--- src/rtl/hex_scan_595.sv ---
// Multiplexed hex display driver: scans DIGITS nibbles, decodes them to 7-segment
// patterns and serialises one 16-bit {dp, seg g..a, sel} frame per digit into a 74HC595 chain.
module hex_scan_595 #(
    parameter int unsigned DIGITS         = 8,
    parameter int unsigned SHIFT_DIV      = 2,
    parameter int unsigned SCAN_CYCLES    = 50000,
    parameter bit          SEG_ACTIVE_LOW = 1'b1,
    parameter bit          SEL_ACTIVE_LOW = 1'b1
) (
    input  logic                  clk,
    input  logic                  reset_n,
    input  logic                  disp_en,
    input  logic [4*DIGITS-1:0]   data_in,
    input  logic [DIGITS-1:0]     dp_in,
    input  logic                  blank_lz,
    input  logic                  load_valid,
    output logic                  load_ready,
    output logic                  ds,
    output logic                  sh_cp,
    output logic                  st_cp,
    output logic                  frame_done
);

    localparam int unsigned DW = (DIGITS > 1) ? $clog2(DIGITS) : 1;
    localparam int unsigned SW = (SCAN_CYCLES > 1) ? $clog2(SCAN_CYCLES) : 1;
    localparam int unsigned CW = (SHIFT_DIV > 1) ? $clog2(SHIFT_DIV) : 1;
    localparam logic [DW-1:0] DIG_LAST  = DW'(DIGITS - 1);
    localparam logic [SW-1:0] SCAN_LAST = SW'(SCAN_CYCLES - 1);
    localparam logic [CW-1:0] DIV_LAST  = CW'(SHIFT_DIV - 1);

    typedef enum logic [1:0] {S_IDLE, S_SHIFT, S_LATCH} state_t;

    logic [SW-1:0]         scan_q;
    logic [DW-1:0]         digit_q;
    logic [4*DIGITS-1:0]   data_q, pdata_q;
    logic [DIGITS-1:0]     dp_q, pdp_q;
    logic                  blz_q, pblz_q;
    logic                  ready_q;

    state_t                state_q;
    logic [15:0]           sreg_q;
    logic [CW-1:0]         div_q;
    logic [3:0]            bit_q;
    logic                  ds_q, sh_q, st_q, fd_q;

    logic                  scan_wrap, frame_wrap;
    logic [3:0]            nib;
    logic                  upper_nz;
    logic                  blank;
    logic [6:0]            seg_on;
    logic                  dp_on;
    logic [7:0]            sel_on;
    logic [15:0]           frame_d;

    assign scan_wrap  = (scan_q == SCAN_LAST);
    assign frame_wrap = scan_wrap && (digit_q == DIG_LAST);

    always_comb begin
        nib      = '0;
        dp_on    = 1'b0;
        upper_nz = 1'b0;
        sel_on   = '0;
        for (int unsigned i = 0; i < DIGITS; i++) begin
            if (digit_q == DW'(i)) begin
                nib       = data_q[4*i +: 4];
                dp_on     = dp_q[i];
                sel_on[i] = 1'b1;
            end
            if ((DW'(i) >= digit_q) && (data_q[4*i +: 4] != 4'h0))
                upper_nz = 1'b1;
        end
        blank = blz_q && (digit_q != '0) && !upper_nz;

        case (nib)
            4'h0: seg_on = 7'h3F;
            4'h1: seg_on = 7'h06;
            4'h2: seg_on = 7'h5B;
            4'h3: seg_on = 7'h4F;
            4'h4: seg_on = 7'h66;
            4'h5: seg_on = 7'h6D;
            4'h6: seg_on = 7'h7D;
            4'h7: seg_on = 7'h07;
            4'h8: seg_on = 7'h7F;
            4'h9: seg_on = 7'h6F;
            4'hA: seg_on = 7'h77;
            4'hB: seg_on = 7'h7C;
            4'hC: seg_on = 7'h39;
            4'hD: seg_on = 7'h5E;
            4'hE: seg_on = 7'h79;
            default: seg_on = 7'h71;
        endcase
        if (blank)
            seg_on = '0;

        if (!disp_en) begin
            seg_on = '0;
            dp_on  = 1'b0;
            sel_on = '0;
        end

        frame_d = {dp_on ^ SEG_ACTIVE_LOW,
                   seg_on ^ {7{SEG_ACTIVE_LOW}},
                   sel_on ^ {8{SEL_ACTIVE_LOW}}};
    end

    // Pending load is only committed at the digit-(DIGITS-1) -> 0 wrap so a scan round never mixes old and new data.
    always_ff @(posedge clk or negedge reset_n) begin
        if (!reset_n) begin
            scan_q  <= '0;
            digit_q <= '0;
            data_q  <= '0;
            dp_q    <= '0;
            blz_q   <= 1'b0;
            pdata_q <= '0;
            pdp_q   <= '0;
            pblz_q  <= 1'b0;
            ready_q <= 1'b1;
        end else begin
            scan_q <= scan_wrap ? '0 : scan_q + 1'b1;
            if (scan_wrap)
                digit_q <= (digit_q == DIG_LAST) ? '0 : digit_q + 1'b1;

            if (ready_q && load_valid) begin
                pdata_q <= data_in;
                pdp_q   <= dp_in;
                pblz_q  <= blank_lz;
                ready_q <= 1'b0;
            end else if (!ready_q && frame_wrap) begin
                data_q  <= pdata_q;
                dp_q    <= pdp_q;
                blz_q   <= pblz_q;
                ready_q <= 1'b1;
            end
        end
    end

    always_ff @(posedge clk or negedge reset_n) begin
        if (!reset_n) begin
            state_q <= S_IDLE;
            sreg_q  <= '0;
            div_q   <= '0;
            bit_q   <= '0;
            ds_q    <= 1'b0;
            sh_q    <= 1'b0;
            st_q    <= 1'b0;
            fd_q    <= 1'b0;
        end else begin
            fd_q <= 1'b0;
            case (state_q)
                S_IDLE: begin
                    ds_q <= 1'b0;
                    sh_q <= 1'b0;
                    st_q <= 1'b0;
                    if (scan_q == '0) begin
                        state_q <= S_SHIFT;
                        sreg_q  <= frame_d;
                        ds_q    <= frame_d[15];
                        div_q   <= '0;
                        bit_q   <= '0;
                    end
                end
                S_SHIFT: begin
                    if (div_q == DIV_LAST) begin
                        div_q <= '0;
                        if (!sh_q) begin
                            sh_q <= 1'b1;
                        end else begin
                            sh_q <= 1'b0;
                            if (bit_q == 4'd15) begin
                                state_q <= S_LATCH;
                                st_q    <= 1'b1;
                                ds_q    <= 1'b0;
                            end else begin
                                bit_q  <= bit_q + 1'b1;
                                sreg_q <= {sreg_q[14:0], 1'b0};
                                ds_q   <= sreg_q[14];
                            end
                        end
                    end else begin
                        div_q <= div_q + 1'b1;
                    end
                end
                S_LATCH: begin
                    if (div_q == DIV_LAST) begin
                        div_q   <= '0;
                        st_q    <= 1'b0;
                        state_q <= S_IDLE;
                        fd_q    <= (digit_q == DIG_LAST);
                    end else begin
                        div_q <= div_q + 1'b1;
                    end
                end
                default: state_q <= S_IDLE;
            endcase
        end
    end

    assign load_ready = ready_q;
    assign ds         = ds_q;
    assign sh_cp      = sh_q;
    assign st_cp      = st_q;
    assign frame_done = fd_q;

endmodule

--- config.mk ---
export PLATFORM = sky130hd
export DESIGN_NAME = hex_scan_595
export DESIGN_NICKNAME = d
export VERILOG_FILES = /design/src/rtl/hex_scan_595.sv
export SDC_FILE = /design/constraint.sdc
export NUM_CORES = 1
export LEC_CHECK = 0
export CAP_MARGIN = 20
export CORE_MARGIN = 10
export CORE_UTILIZATION = 52
export CTS_CLUSTER_SIZE = 12
export DETAILED_ROUTE_END_ITERATION = 7
export PLACE_DENSITY = 0.75
export SYNTH_ARGS = -nofsm -noshare
export SYNTH_HDL_FRONTEND = slang
export SYNTH_SLANG_ARGS = --single-unit
--- constraint.sdc ---
create_clock -name clk -period 2.61 [get_ports clk]
set_input_delay 0.522 -clock clk [delete_from_list [all_inputs] [get_ports clk]]
set_output_delay 0.522 -clock clk [all_outputs]
set_load 0.03 [all_outputs]
# Word-level counts from Yosys, hierarchy flattened
# Memory sizes are Yosys's and may differ from the RTL's.
# Index checks and enable logic that the tools add are counted.
word_totals:
  register_bits: 128
  romBits: 112
  inputBits: 45
  output_inout_bits: 5
  word_cells: 164
  mem_count: 1
mem_list:
  columns: ["memory", "words", "word_bits", "read_ports", "rd_clocked_by_memory_dff", "write_ports", "line_no", "rtl"]
  rows:
  - ["(no name shown)", 16, 7, 1, 0, 0, "74", "case (nib)"]
op_classes:
  n_addsub: 4
  magnitude_cmp: 8
  n_eq_ne: 17
  mux: 74
  bitwise: 4
  n_reduce_logical: 39
op_table:
  columns: ["op", "n"]
  rows:
  - ["two-way mux 15 bit", 4]
  - ["two-way mux 4 bit", 12]
  - ["two-way mux 1 bit", 41]
  - ["nonzero test 4 bit", 8]
  - ["case mux 15 bit (2 select lines)", 1]
  - ["adder 16 x 1 -> 16 bit, second input constant", 1]
  - ["== test 16 bit, second input constant", 1]
  - ["zero test 16 bit", 1]
  - ["two-way mux 16 bit", 1]
  - ["AND reduction 5 bit", 3]
  - ["two-way mux 7 bit", 2]
  - ["logical AND 1 bit", 13]
  - ["== test 3 bit, second input constant", 4]
  - ["greater-or-equal comparator 3 bit, first input constant", 4]
  - ["inequality test 2 bit, second input constant", 6]
  - ["two-way mux 2 bit", 5]
  - ["two-way mux 8 bit", 1]
  - ["inverter 8 bit", 1]
  - ["case mux 4 bit (2 select lines)", 1]
  - ["inverter 7 bit", 1]
  - ["== test 3 x 2 -> 1 bit, second input constant", 2]
  - ["greater-or-equal comparator 1 x 3 -> 1 bit, first input constant", 2]
  - ["greater-or-equal comparator 2 x 3 -> 1 bit, first input constant", 2]
  - ["case mux 1 bit (2 select lines)", 3]
  - ["19 further kinds", 26]

# Depth between registers and ports, before layout
# Gate-level depths: netlist of run 1.
logic_depth:
  depth_word: 17
  mapped_depth: 13
  mapped_depth_nobuf: 12

# Worst setup path before layout of run 1
# Ideal clock, no wire load.
synth_timing:
  path_type: "flip-flop to flip-flop"
  startpoint: "register digit_q[0]"
  endpoint: "register sreg_q[10]"
  setup_time_ns: 0.082
  arrival_time_ns: 2.680
  required_ns: 2.528
  slack_ns: -0.152
  path_stages_with_launch: 12
  path_buffers: 2
  synth_period_minus_slack_ns: 2.762
  cell_sequence: "dfrtp_1 buf_2 inv_1 ha_1 buf_2 a221oi_1 a211o_1 a31oi_1 inv_1 ha_1 or3_1 a31oi_1"
synth_via:
  elab_chain_len: 17
  word_cells_on_any_way: 50
  classes_between: "8 x order compare; 7 x eq/ne; 20 x mux; 1 x bitwise; 13 x reduce/logical; 1 x memory"
synth_rtl:
  columns: ["element", "line_no", "rtl"]
  rows:
  - ["from (decl)", "34", "logic [DW-1:0] digit_q;"]
  - ["from (signal assigned)", "121", "digit_q <= (digit_q == DIG_LAST) ? '0 : digit_q + 1'b1;"]
  - ["branches (longest 12 deep; another with memory read (16 x 7 bit))", null, null]
  - ["two-way mux 7 bit (*)", "92", "if (blank)"]
  - ["two-way mux 7 bit (*)", "95", "if (!disp_en) begin"]
  - ["inverter 7 bit (no source line) (*)", null, null]
  - ["two-way mux 15 bit (*)", "154", "if (scan_q == '0) begin"]
  - ["case mux 15 bit (2 select lines) (*)", "149", "case (state_q)"]
  - ["to (signal assigned)", "156", "sreg_q <= frame_d;"]
  - ["to (signal assigned)", "175", "sreg_q <= {sreg_q[14:0], 1'b0};"]
  - ["to (decl)", "41", "logic [15:0] sreg_q;"]
# Mark *: on every way between the ends. The select of a mux whose other input is x is not followed.
# A chain may end at the register's enable or synchronous reset.

# Worst setup path after layout of run 1
layout_timing:
  startpoint: "register digit_q[1]"
  endpoint: "register sreg_q[8]"
# The elaborated chain is that of the path after synthesis.

==> impl_metrics.toml, run 1 <==
[outcome]
status = "completed"

[global_routing]
globalRouteTotalUtil = 0.176
grt_start_max_net_pins = 45
grt_antenna_before_repair = 0
grt_pass1_wl_microns = 23100
grt_pass1_vias = 4638
grt.overflow.total = 0

[setup_path]
crit_arrival_ns = 2.79
cp_common_cell = "inv_1"
cp.depth = 11
crit_fanout = 7
critical_path.top_delay_family = "compound AO/OA/AOI/OAI gates"
worstSetupPathType = "reg2reg"
r2r_cells = 11
cp-start-kind = "flop"
reg2reg_from = "digit_q[1]"
r2r-end = "sreg_q[8]"
crit_required_ns = 2.89
critPathMaxStageDelay_ns = 0.47
critPathBufInv = 2
endpoint = "sreg_q[8]"
cp-end-kind = "flop"
critPathLaunch = "digit_q[1]"
path_cells = "inv_1 > ha_4 > and2_1 > a221oi_1 > a211o_1 > a31oi_4 > inv_1 > ha_1 > nor3b_1 > a311oi_1 > o211ai_1"
r2r_slack_ns = 0.10
cp_slowest_cell = "dfrtp_2"

[sta]
tightestPinTransition_ns = 0.551
timing.fmax_mhz = 399
fin_setup_tns_ns = 0
setup_violations = 0
slew_headroom = 0.633
min_period_ns = 2.51
hold_viol = 0
rsz0062_at_grt = "true"
period_share = 0.960
fin_worst_skew_ns = 0.00713
setup_slack_ns = 0.104
drv_slew = 0

[worst_hold_path]
hp-class = "in2async"

[routing]
vias = 4411
firstDrtPassIters = 5
ant_nets = 0
vias_per_cell = 5.72
wl_per_cell_microns = 18.0
first_iter_violations = 348
wl_microns = 13800
drc = 0

[placement]
place.gp.congestion = 0.935
dp_hpwl_microns = 10000
pre_cts_ws_ns = 0.0528
io_buffers = 49

[clocking]
insertion_delay_ns = 0.42
cts_tree = "built"
clkTransAtPathRegs_ns = 0.06
cts_max_level = 4
cts.sinks = 128
cts-root-buf = "clkbuf_16"
cts.path.max_buffers = 2
cts_hold_buf = 0
cts_buffers = 17

[floorplanning]
fp.dieH_microns = 128
row_count = 39
initial_core_util = 0.533
core_area_sq_um = 11500
die_w_microns = 128
pin_count = 50
die_area_sq_um = 16500

[finish]
mostFrequentLayoutCell = "dfrtp_1"
area_growth_pct = 24.5
num-nets-final = 677
final_cell_mix = "125 x dfrtp_1, 84 x mux2_2, 48 x clkdlybuf4s50_1"
num_antenna_cells = 0
drive_gt1_frac = 0.268

[power]
ir_drop_uv = 1000
p_sw_frac = 0.215
p_int_uw = 3690
power_switching_uw = 1010
powerDensity_nw_per_um2 = 618
power.share.clock = 0.514
p_leak_uw = 0.00349
comb_power_share = 0.039
power_frac_seq = 0.447

[synthesis]
syn_area_per_cell_sq_um = 11.3
yosys.area.top_type_share = 0.520
yosysTopAreaCell = "dfrtp_1"
synth-seq-area-share = 0.525
ys.flop_type = "dfrtp_1"
synthDistinctLibCells = 56
syn-instance-count = 542
ys.warnings.count = 0
async_flop_share = 1.00
synthesis.area_sq_um = 6110
synth_area_leaders = "dfrtp_1 52%, mux2_2 15%, ha_1 3.5%, o21ai_0 3.2%, nand2_1 2.5%"
synth_edf_count = 0
ys_ff_latch = 128
syn_nets = 604

[flow_run]
cap_violations = 0
repair_timing:
| item | in CTS | in global routing |
|---|---|---|
| gates resized for setup | 0 | 13 |
| endpoints found under the setup margin | 0 | 7 |
| buffers inserted | 0 | 0 |
logic make-up (layout without fill, tap and decap cells):
logic type      count (synthesis)  count (layout)  share of synthesized area
xor+xnor                       16              16                     0.0229
simple gates                  142             142                      0.117
compound gates                105             105                      0.106
mux                            88              88                      0.161
flops                         128             128                      0.525
buf+inv                        46             132                     0.0334
fa+ha+maj                      17              17                     0.0348
routing by layer:
| metal | vias to the layer above | routed length [microns] | track usage |
|---|---|---|---|
| met4 | 0 | 302 | 0.0669 |
| met1 | 2190 | 5660 | 0.202 |
| li1 | 2096 | - | - |
| met2 | 101 | 7340 | 0.304 |
| met5 | - | 0 | 0 |
| met3 | 24 | 553 | 0.0489 |
cells in the mapped netlist (5+ instances only):
| library cell | count |
|---|---|
| ha_1 | 17 |
| and3_1 | 6 |
| inv_1 | 19 |
| nor4_1 | 11 |
| xnor2_1 | 7 |
| xor2_1 | 9 |
| nor2b_1 | 6 |
| o21ai_0 | 39 |
| clkbuf_1 | 9 |
| dfrtp_1 | 127 |
| a21o_1 | 5 |
| buf_1 | 5 |
| a21oi_1 | 18 |
| mux2_2 | 84 |
| buf_2 | 10 |
| nand2_1 | 41 |
| or3_1 | 9 |
| o22ai_1 | 5 |
| nand3_1 | 19 |
| nor2_1 | 26 |
| a31oi_1 | 11 |
registers in the layout (all words and copies together), names as in the netlist:
name,flops
data_q,32
pdata_q,32
scan_q,16
sreg_q,15
dp_q,8
pdp_q,8
bit_q,4
digit_q,3
state_q,2
blz_q,1
div_q,1
ds,1
frame_done,1
load_ready,1
pblz_q,1
sh_cp,1
st_cp,1
worst min path at each step:
stage,slack [ns],start,endpoint
4_1_cts,0.10,reset_n,scan_q[11]
3_5_place_dp,0.47,scan_q[0],scan_q[0]
5_1_grt,0.13,reset_n,scan_q[11]
3_3_place_gp,0.46,sreg_q[7],sreg_q[7]
2_1_floorplan,0.23,reset_n,bit_q[0]
6_report,0.10,reset_n,scan_q[11]
power groups by stage:
stage                     clock network [uW]  logic, uW  registers (uW)
after floorplan                            0       66.1            2120
after global placement                     0        179            2130
after detailed placement                   0        188            2130
after CTS                               2460        191            2100
after global routing                    2550        204            2110
final                                   2410        184            2100
worst register-to-register path: stages (launching register included):
cell and delay, ns:
dfrtp_2 0.47, inv_1 0.13, ha_4 0.18, and2_1 0.13
a221oi_1 0.07, a211o_1 0.32, a31oi_4 0.22, inv_1 0.11
ha_1 0.21, nor3b_1 0.14, a311oi_1 0.24, o211ai_1 0.15
layout make-up:
class                      count  area [sq um]
fill                         852          3860
sequential                   128          3210
multi-input combinational    368          2770
timing repair buffer          81           766
clock buffer                  17           425
clock inverter                15           186
tap                          143           179
inverter                      19          71.3
stage by stage:
stage | instance area (sq um) | hold WS (ns) | utilization | power (uW) | instances
3_3_place_gp | 6940 | 0.460 | 0.605 | 2310 | 739
2_1_floorplan | 6120 | 0.226 | - | 2180 | 542
3_5_place_dp | 6940 | 0.470 | 0.605 | 2320 | 739
6_report | 7600 | 0.102 | 0.663 | 4700 | 771
5_1_grt | 7600 | 0.131 | 0.663 | 4870 | 771
4_1_cts | 7550 | 0.104 | 0.658 | 4750 | 771
Note: power is estimated with default switching activity, not from simulation.
==> run 2: changes to the inputs <==
- CORE_ASPECT_RATIO: not set -> 2
- RECOVER_POWER: not set -> 100
==> run 2 against run 1 <==
Compared with the run above:
- the run now ends with max-capacitance violations, max-slew violations left
- count of clock-buffer cells in the layout is 2 higher
- core utilization decreased by 0.77 points
- non-clock buffer count grew 7
- critical endpoint is now sreg_q[9]
- largest cell class unchanged
- largest power group unchanged
==> impl_metrics.toml, run 2 (same netlist as run 1, synthesis figures left out) <==
[floorplanning]
fp.dieH_microns = 173
core_area_sq_um = 11600
die_area_sq_um = 16700
pin_count = 50
row_count = 56
die_w_microns = 96.6
initial_core_util = 0.525

[global_routing]
grt_start_max_net_pins = 49
globalRouteTotalUtil = 0.173
grt.overflow.total = 0
grt_antenna_before_repair = 0
grt_pass1_wl_microns = 23800
grt_pass1_vias = 4871
use_met3 = 0.0327
busiest_layer = "met2"
met1_usage = 0.162
gr-usage-met2 = 0.335

[setup_path]
cp-start-kind = "flop"
critical_path.top_delay_family = "compound AO/OA/AOI/OAI gates"
worstSetupPathType = "reg2reg"
crit_fanout = 7
path_cells = "buf_4 > nand2b_1 > a311oi_1 > o21ai_1 > a21oi_2 > nor2_2 > inv_1 > ha_1 > or3_1 > a32oi_1"
crit_required_ns = 2.93
crit_arrival_ns = 2.80
critPathBufInv = 2
cp-end-kind = "flop"
critPathMaxStageDelay_ns = 0.46
cp_slowest_cell = "dfrtp_2"

[placement]
io_buffers = 49
pre_cts_ws_ns = -0.0228
dp_hpwl_microns = 11000
dp_cells = 746
place.gp.congestion = 0.964

[clocking]
cts_max_level = 4
cts-root-buf = "clkbuf_16"
cts_tree = "built"
cts_hold_buf = 0
insertion_delay_ns = 0.42
cts.sinks = 128
cts_buffers = 17
cts.path.max_buffers = 2
clkTransAtPathRegs_ns = 0.05

[finish]
multi_input_area_sq_um = 2760
area_growth_pct = 24.8
final_cell_mix = "125 x dfrtp_1, 84 x mux2_2, 42 x clkdlybuf4s50_1"
regArea_sq_um = 3210
reg_top3 = "data_q x32, pdata_q x32, scan_q x16"
num_antenna_cells = 0
drive_gt1_frac = 0.260
fillCellCount = 935
postLayoutCoreUtil = 0.655
mostFrequentLayoutCell = "dfrtp_1"
num-nets-final = 684
instances_no_fill = 780

[routing]
vias_per_cell = 5.73
first_iter_violations = 141
ant_nets = 0
wl_microns = 14400
wl_per_cell_microns = 18.5
vias = 4470
firstDrtPassIters = 6
drc = 0

[sta]
setup_violations = 0
rsz0062_at_grt = "false"
period_share = 0.949
setup_slack_ns = 0.134
tightestPinTransition_ns = 2.04
hold_viol = 0
timing.fmax_mhz = 404
fin_worst_skew_ns = 0.0119
slew_headroom = -0.363
min_period_ns = 2.48
drv_slew = 36

[power]
comb_power_share = 0.038
power_frac_seq = 0.443
ir_drop_uv = 621
power.share.clock = 0.519
p_leak_uw = 0.00351
p_int_uw = 3730
p_sw_frac = 0.215
power_switching_uw = 1020
power_uw = 4750
powerDensity_nw_per_um2 = 622

[outcome]
violations = "max-capacitance violations, max-slew violations"
status = "complete, but fails checks"

[flow_run]
cap_violations = 1

[worst_hold_path]
hp-class = "reg2reg"
## run 2: cell types whose count changed in the layout (fill, tap and decap cells not counted), sizes merged
cell / previous run / this run
clkdlybuf4s50: 48 / 42
buf: 33 / 30
clkbuf: 17 / 29
clkinv: 6 / 1
inv: 22 / 25
dlygate4sd3: 0 / 6
## run 2: repair_timing
action	in CTS	in global routing
endpoints found under the hold margin	0	0
pin swaps	0	1
setup buffers	0	2
gates resized for setup	2	11
setup endpoints to repair	2	7
## run 2: path summary, 6_finish.rpt
kind	from	end	slack, ns	cells after the start
max	digit_q[1]	sreg_q[9]	0.13	10
min	sreg_q[7]	sreg_q[7]	0.48	2
max reg2reg	digit_q[1]	sreg_q[9]	0.13	10
min reg2reg	sreg_q[7]	sreg_q[7]	0.48	2
max in group asynchronous	reset_n	pdata_q[9]	0.74	1
min in group asynchronous	reset_n	scan_q[8]	0.69	1
## run 2: final cells by class
type,instances,share of cell area
clock buffers,19,0.0581
multi-input cells,368,0.362
repair buffers,88,0.103
inverters,19,0.00968
clock inverters,13,0.0231
flip-flops and latches,128,0.421
well taps,145,0.0238
## run 2: metrics by stage
step	TNS (ns)	hold slack (ns)	instance area, sq um
floorplan	0	0.226	6120
global placement	0	0.456	6980
detailed placement	-0.0228	0.467	6980
CTS	0	0.0770	7600
global route	0	0.509	7620
finish	0	0.482	7620
## run 2: power groups by stage
stage | clock [uW] | sequential [uW] | combinational [uW]
after floorplan | 0 | 2120 | 66.1
after global placement | 0 | 2130 | 179
after detailed placement | 0 | 2140 | 188
after CTS | 2510 | 2100 | 188
after global routing | 2600 | 2110 | 204
final | 2460 | 2100 | 182
## run 2: worst min-delay path, stage by stage (launching register included)
cell and delay, ns:
dfrtp_1 0.34, nand2_1 0.05, o21ai_0 0.06
## run 2: metal layers
| metal | vias to the layer above | wire [microns] |
|---|---|---|
| met1 | 2235 | 5010 |
| met2 | 86 | 8480 |
| met3 | 31 | 369 |
| met5 | - | 0 |
| met4 | 0 | 524 |
| li1 | 2118 | - |
==> run 3: changes to the inputs <==
- HOLD_SLACK_MARGIN: not set -> 0.03
==> results of run 3 <==
No change in the layout: final DEF, timing and power equal those of run 2.
